[config.mk]
export PLATFORM = sky130hd
export DESIGN_NAME = shift_add_mul64
export DESIGN_NICKNAME = d
export VERILOG_FILES = /design/src/rtl/shift_add_mul64.sv
export SDC_FILE = /design/constraint.sdc
export NUM_CORES = 1
export LEC_CHECK = 0
export ABC_AREA = 1
export BUFFER_PORTS_ARGS = -buffer_cell sky130_fd_sc_hd__buf_2
export CORE_ASPECT_RATIO = 0.7
export CORE_MARGIN = 2
export CORE_UTILIZATION = 35
export CTS_BUF_LIST = sky130_fd_sc_hd__clkbuf_8
export DETAILED_ROUTE_END_ITERATION = 8
export HOLD_SLACK_MARGIN = 0.1
export PLACE_DENSITY = 0.52
export REMOVE_ABC_BUFFERS = 1
export SYNTH_ARGS = -nofsm -noshare
export SYNTH_HDL_FRONTEND = slang
export SYNTH_SLANG_ARGS = --single-unit
[constraint.sdc]
create_clock -name clk -period 48.9 [get_ports clk]
set_input_delay 9.78 -clock clk [delete_from_list [all_inputs] [get_ports clk]]
set_output_delay 9.78 -clock clk [all_outputs]
set_load 0.01 [all_outputs]
[src/rtl/shift_add_mul64.sv]
// rtl/shift_add_mul64.sv - radix-2 iterative shift-add 64x64 multiplier, signed/unsigned
module brent_kung_add64 (
    input  logic [63:0] a,
    input  logic [63:0] b,
    output logic [64:0] sum
);
    logic [63:0] g0;
    logic [63:0] p0;
    logic [63:0] gx;
    logic [63:0] px;

    // In-place prefix tree: up-sweep builds power-of-two spans, down-sweep fills the rest.
    always_comb begin
        g0 = a & b;
        p0 = a ^ b;
        gx = g0;
        px = p0;
        for (int l = 0; l < 6; l++) begin
            for (int i = 0; i < 64; i++) begin
                if (((i + 1) & ((2 << l) - 1)) == 0) begin
                    gx[i] = gx[i] | (px[i] & gx[i - (1 << l)]);
                    px[i] = px[i] & px[i - (1 << l)];
                end
            end
        end
        for (int l = 4; l >= 0; l--) begin
            for (int i = 0; i < 64; i++) begin
                if ((i >= (2 << l)) && (((i + 1) & ((2 << l) - 1)) == (1 << l))) begin
                    gx[i] = gx[i] | (px[i] & gx[i - (1 << l)]);
                    px[i] = px[i] & px[i - (1 << l)];
                end
            end
        end
        sum = '0;
        sum[0] = p0[0];
        for (int i = 1; i < 64; i++) begin
            sum[i] = p0[i] ^ gx[i - 1];
        end
        sum[64] = gx[63];
    end
endmodule

module shift_add_mul64 #(
    parameter int WIDTH = 64
) (
    input  logic             clk,
    input  logic             rst,
    input  logic             flush,
    input  logic             in_valid,
    output logic             in_ready,
    input  logic             in_signed,
    input  logic [WIDTH-1:0] op_a,
    input  logic [WIDTH-1:0] op_b,
    output logic             out_valid,
    input  logic             out_ready,
    output logic [WIDTH-1:0] prod_hi,
    output logic [WIDTH-1:0] prod_lo
);
    typedef enum logic [1:0] {IDLE, BUSY, NEG, DONE} state_t;

    state_t      state;
    logic [5:0]  cnt;
    logic        neg;
    logic [63:0] acc_hi;
    logic [63:0] acc_lo;
    logic [63:0] mcand;
    logic [63:0] addend;
    logic [64:0] sum;

    // Two's complement without a carry chain: invert every bit above the lowest set bit.
    function automatic logic [127:0] negate128(input logic [127:0] x);
        logic [127:0] r;
        logic         seen;
        r    = '0;
        seen = 1'b0;
        for (int i = 0; i < 128; i++) begin
            r[i] = x[i] ^ seen;
            seen = seen | x[i];
        end
        return r;
    endfunction

    function automatic logic [63:0] abs64(input logic [63:0] x);
        logic [127:0] n;
        n = negate128({64'd0, x});
        return x[63] ? n[63:0] : x;
    endfunction

    assign addend = acc_lo[0] ? mcand : 64'd0;

    brent_kung_add64 u_add (
        .a   (acc_hi),
        .b   (addend),
        .sum (sum)
    );

    assign in_ready  = (state == IDLE);
    assign out_valid = (state == DONE);
    assign prod_hi   = acc_hi;
    assign prod_lo   = acc_lo;

    always_ff @(posedge clk) begin
        if (rst) begin
            state  <= IDLE;
            cnt    <= 6'd0;
            neg    <= 1'b0;
            acc_hi <= 64'd0;
            acc_lo <= 64'd0;
            mcand  <= 64'd0;
        end else if (flush) begin
            state <= IDLE;
        end else begin
            case (state)
                IDLE: begin
                    if (in_valid) begin
                        cnt    <= 6'd0;
                        acc_hi <= 64'd0;
                        if (in_signed) begin
                            mcand  <= abs64(op_a);
                            acc_lo <= abs64(op_b);
                            neg    <= op_a[63] ^ op_b[63];
                        end else begin
                            mcand  <= op_a;
                            acc_lo <= op_b;
                            neg    <= 1'b0;
                        end
                        state <= BUSY;
                    end
                end
                BUSY: begin
                    {acc_hi, acc_lo} <= {sum, acc_lo[63:1]};
                    cnt <= cnt + 6'd1;
                    if (cnt == 6'd63) begin
                        state <= neg ? NEG : DONE;
                    end
                end
                NEG: begin
                    {acc_hi, acc_lo} <= negate128({acc_hi, acc_lo});
                    state <= DONE;
                end
                DONE: begin
                    if (out_ready) begin
                        state <= IDLE;
                    end
                end
                default: state <= IDLE;
            endcase
        end
    end
endmodule

* Word-level counts from Yosys, hierarchy flattened *
Index checks and enable logic that the tools add are counted.
W data, S select, Z words.

operators by class
  add/subtract/negate cells = 1
  equality and inequality tests = 7
  muxes and demuxes = 17
  bitwise operators = 868
  reductions and logical operators = 9

operator list
  kind                   count
  $mux W64               7
  $pmux W64 S3           2
  $or A1 B1 Y1           370
  $xor A1 B1 Y1          317
  $and A1 B1 Y1          177
  $and A64 B64 Y64       1
  $xor A64 B64 Y64       1
  $pmux W6 S2            1
  $reduce_and A3 Y1      4
  $pmux W2 S4            1
  $add A6 B1 Y6 const B  1
  $eq A6 B6 Y1 const B   1
  $mux W2                3
  $mux W6                1
  $eq A2 B2 Y1 const B   2
  $ne A2 B2 Y1 const B   2
  $reduce_and A4 Y1      1
  $reduce_bool A3 Y1     1
  $eq A2 B1 Y1 const B   1
  $logic_not A2 Y1       1
  $mux W1                2
  $ne A2 B1 Y1 const B   1
  $not A1 Y1             2
  $reduce_bool A2 Y1     1
  $reduce_or A2 Y1       1

word-level totals
  bits in registers = 201
  bits of input ports = 134

* Logic depth before layout (Yosys ltp) *
  depth in word-level cells = 128
  depth in mapped cells = 132
  depth with buffers taken out = 132

* Hierarchy *
From an unflattened synthesis, not the netlist that was laid out.

second synthesis, totals
  cells, all modules = 2441
  area total of the unflattened synthesis = 17485.5 µm²

by module, submodules not included
  module            instances  cells an instance  area each (µm²)  seq. area each (µm²)
  shift_add_mul64   1          2074               14656.6          4023.9
  brent_kung_add64  1          367                2829.0           0.0

* Worst setup path after synthesis *
OpenSTA, ideal clock, no wires.

  path type = register -> register
  start = register acc_lo[0], in the netlist prod_lo[0]
  end = register acc_hi[63], in the netlist prod_hi[63]
  library setup time = 70 ps
  data arrival time = 22439 ps
  required time = 48830 ps
  setup slack = 26391 ps
  stages on the path, launching flop included = 133
  clock period less this slack = 22509 ps
  cell sequence = dfxtp_1 -> inv_1 -> ha_1 -> ha_1 -> ha_1 -> ha_1 -> ha_1 -> ha_1 -> ha_1 -> ha_1 -> ha_1 -> ha_1 -> ha_1 -> ha_1 -> ha_1 -> ha_1 -> ha_1 -> ha_1 -> [... 97 more ...] -> ha_1 -> ha_1 -> ha_1 -> ha_1 -> ha_1 -> ha_1 -> ha_1 -> ha_1 -> ha_1 -> ha_1 -> ha_1 -> ha_1 -> ha_1 -> xnor2_1 -> nand2_1 -> nand2_1 -> nand2_1 -> a21oi_1

on the way
  word-level cells in the longest chain between the ends = 128
  elaborated cells between the ends (all ways) = 314

ends and longest elaborated chain
  what                         line  text
  start: declaration           65    logic [63:0] acc_lo;
  start signal: assignment     120   acc_lo <= abs64(op_b);
  start signal: assignment     124   acc_lo <= op_b;
  start signal: assignment     131   {acc_hi, acc_lo} <= {sum, acc_lo[63:1]};
  $or A1 B1 Y1 (126 in a row)  78    seen = seen | x[i];
  $xor A1 B1 Y1                77    r[i] = x[i] ^ seen;
  $pmux W64 S3 *               113   case (state)
  end signal: assignment       131
  end signal: assignment       138   {acc_hi, acc_lo} <= negate128({acc_hi, acc_lo});
  end: declaration             64    logic [63:0] acc_hi;

Mark *: on every way between the ends. The rest lies on a longest branch, timed or not.
A chain may end at the register's enable or synchronous reset.

* Worst setup path after layout *
Same ends and word-level chain as after synthesis.

==> reports/metrics.yaml <==
route:
  vias: 15900
  drt_pre_antenna_iters: 5
  viasPerCell: 4.90
  ant_nets: 0
  totalWireLength_um: 49500
  post_drt_wl_per_cell_um: 15.3
  drc: 0
  first_iter_violations: 960
synth:
  ys_ff_latch: 201
  yosysTopAreaCellShare_pct: 23.4
  synth_area_um2: 17200
  yosysTopAreaCell: "dfxtp_1"
  synth_edf_count: 0
  synth_area_per_cell_um2: 7.22
  ys_types: 35
  ys_warn_count: 0
  synth.area.top_cells: "dfxtp_1 23%, ha_1 23%, inv_1 9.6%"
  post-synth-top-count-cell: "inv_1"
  ys_seq_area_share_pct: 23.4
  yosys-top-cells-count: "440 x inv_1, 318 x ha_1, 302 x nand2_1, 237 x o21ai_0, 201 x dfxtp_1"
  synth_cells: 2385
  ys.flop_type: "dfxtp_1"
  synthArstFlopShare_pct: 0
grt:
  grt-ovfl-total: 0
  grt_pass1_vias: 15100
  grt_start_max_net_pins: 113
  grt_usage_pct: 19.4
  grt_antenna_before_repair: 1
  grt_pass1_wl_um: 80100
die:
  io_pins: 264
  die-width_um: 269
  initial_utilization_pct: 35.7
  rows: 67
  die_h_um: 190
  fp.coreArea_um2: 48200
  dieArea_um2: 51000
pwr:
  power_frac_seq_pct: 40.7
  swShare_pct: 33.9
  leakage_uw: 0.0105
  power_density_nw_per_um2: 22.7
  p_sw_uw: 152
  p_clk_share_pct: 36.9
  combPwrFrac_pct: 22.4
  ir_drop_mv: 0.0119
  internal-power_uw: 295
clock_tree:
  cts_tree: "yes"
  clkTransAtPathRegs_ns: 0.06
  htreeDepth: 2
  post_cts_buffers: 0
  ctsHoldBuffers: 0
  root_buffer: "clkbuf_8"
  insertion_delay_ns: 0.57
  post_cts_resized: 0
  cts.sinks: 201
  cts_buffers: 40
  cts.path.max_buffers: 3
status:
  outcome: "finished clean"
placed_design:
  dp.cells: 3175
  dpl.hpwl_um: 34700
  place_congestion: 0.809
  placedInstanceArea_um2: 19000
  portBuffers: 263
timing:
  slew_headroom_pct: 25.7
  tightest_slew_ns: 1.11
  clock_skew_ns: 0.0222
  setup_viol: 0
  layout_min_cycle_time_ns: 24.11
  hold_viol: 0
  post-route-period-util_pct: 49.3
  maxSlewViolCount: 0
  fin_setup_tns_ns: 0
  holdWs_ns: 0.464
  fmax_mhz: 41.5
  rsz0062_at_grt: "false"
hold_path:
  hp-class: "reg -> reg"
  min_to: "cnt[2]"
  hold_depth: 2
  min-delay-start: "cnt[2]"
setup_path:
  reg2reg_to: "prod_hi[63]"
  rr_worst_depth: 132
  path_common_cell: "ha_1"
  startpoint_type: "flip-flop"
  crit_cells: 132
  r2r-start: "prod_lo[0]"
  critical_path.slowest_cell: "dfxtp_2"
  critical_path_required_ns: 49.39
  cp_slowest_stage_delay_ns: 0.34
  cp_max_fo: 3
  critPathKind: "reg -> reg"
  r2r_slack_ns: 24.79
  cp_top_family: "adder cells"
  critPathArrivalTime_ns: 24.60
  endpoint_kind: "flip-flop"
  critPathBufInv: 1
  startpoint: "prod_lo[0]"
layout:
  area_growth_pct: 14.3
  post_route_cells_drive_above_1_share_pct: 13.9
  num-fill-cells: 5109
  fin_cells: 3239
  layout.nets: 3046
  final_area_um2: 19700
run:
  drv_cap: 0
[metrics by stage]
stage | setup slack (ns) | util, % | power [uW]
after global routing | 23.61 | 40.8 | 478
final | 24.79 | 40.8 | 446
after floorplan | 25.08 | - | 247
after global placement | 24.92 | 39.3 | 285
after detailed placement | 24.88 | 39.3 | 286
after CTS | 24.76 | 40.8 | 456
[worst reg2reg max path: cells and delay by family (launching register included)]
kind            cells  cell delay, ns
fa+ha+maj         126           23.25
flops               1            0.34
simple gates        3            0.20
xor+xnor            1            0.13
compound gates      1            0.13
buf+inv             1            0.05
[logic make-up after synthesis]
group | count (synthesis) | synth area share, %
AOI/OAI and AO/OA | 609 | 20.3
xor gates and xnor gates | 34 | 1.73
adders and majority gates | 350 | 26.8
buffers and inverters | 583 | 12.9
DFF | 201 | 23.4
and+or+nand+nor | 608 | 14.9
[how the worst max path moves through the flow]
stage,end,slack (ns)
after floorplan,prod_hi[63],25.08
after global placement,prod_hi[63],24.92
after CTS,prod_hi[63],24.76
after global routing,prod_hi[63],23.61
final,prod_hi[63],24.79
after detailed placement,prod_hi[63],24.88
[routing by layer]
metal | share of wire [%] | global-route usage [%] | vias to the layer above
met3 | 5.1 | 3.59 | 58
met5 | 0 | 0 | -
li1 | - | - | 8266
met4 | 1.7 | 4.19 | 0
met1 | 50 | 28.0 | 7252
met2 | 43 | 29.7 | 286
[sequential cells by signal, summed over array words and instances (netlist names)]
signal / count
cnt: 6
neg: 1
prod_hi: 64
prod_lo: 64
state: 2
mcand: 64
[layout make-up]
cell class / instances / area [um^2] / area share (%)
Antenna cell: 2 / 5.00 / 0.0254
Sequential cell: 201 / 4030 / 20.5
Multi-Input combinational cell: 1601 / 11000 / 56.1
Inverter: 441 / 1660 / 8.45
Timing Repair Buffer: 277 / 1420 / 7.24
Clock buffer: 44 / 606 / 3.08
Tap cell: 655 / 820 / 4.17
Clock inverter: 18 / 101 / 0.515
[cell usage in the layout, fill, tap and decap left out, types with 64 or more instances in the layout]
cell type    n
o21ai_0    237
nand2_1    300
inv_1      452
a211oi_1    64
dfxtp_1    200
nor2_1     151
buf_2      262
a21oi_1    190
nand3_1    106
ha_1       316
[power by group through the flow]
stage | combinational (uW) | sequential (uW) | clock, uW
finish | 99.9 | 182 | 165
global route | 115 | 183 | 180
CTS | 101 | 182 | 173
detailed placement | 101 | 185 | 0
global placement | 99.8 | 185 | 0
floorplan | 59.5 | 188 | 0
Note: power is estimated with default switching activity, not from simulation.
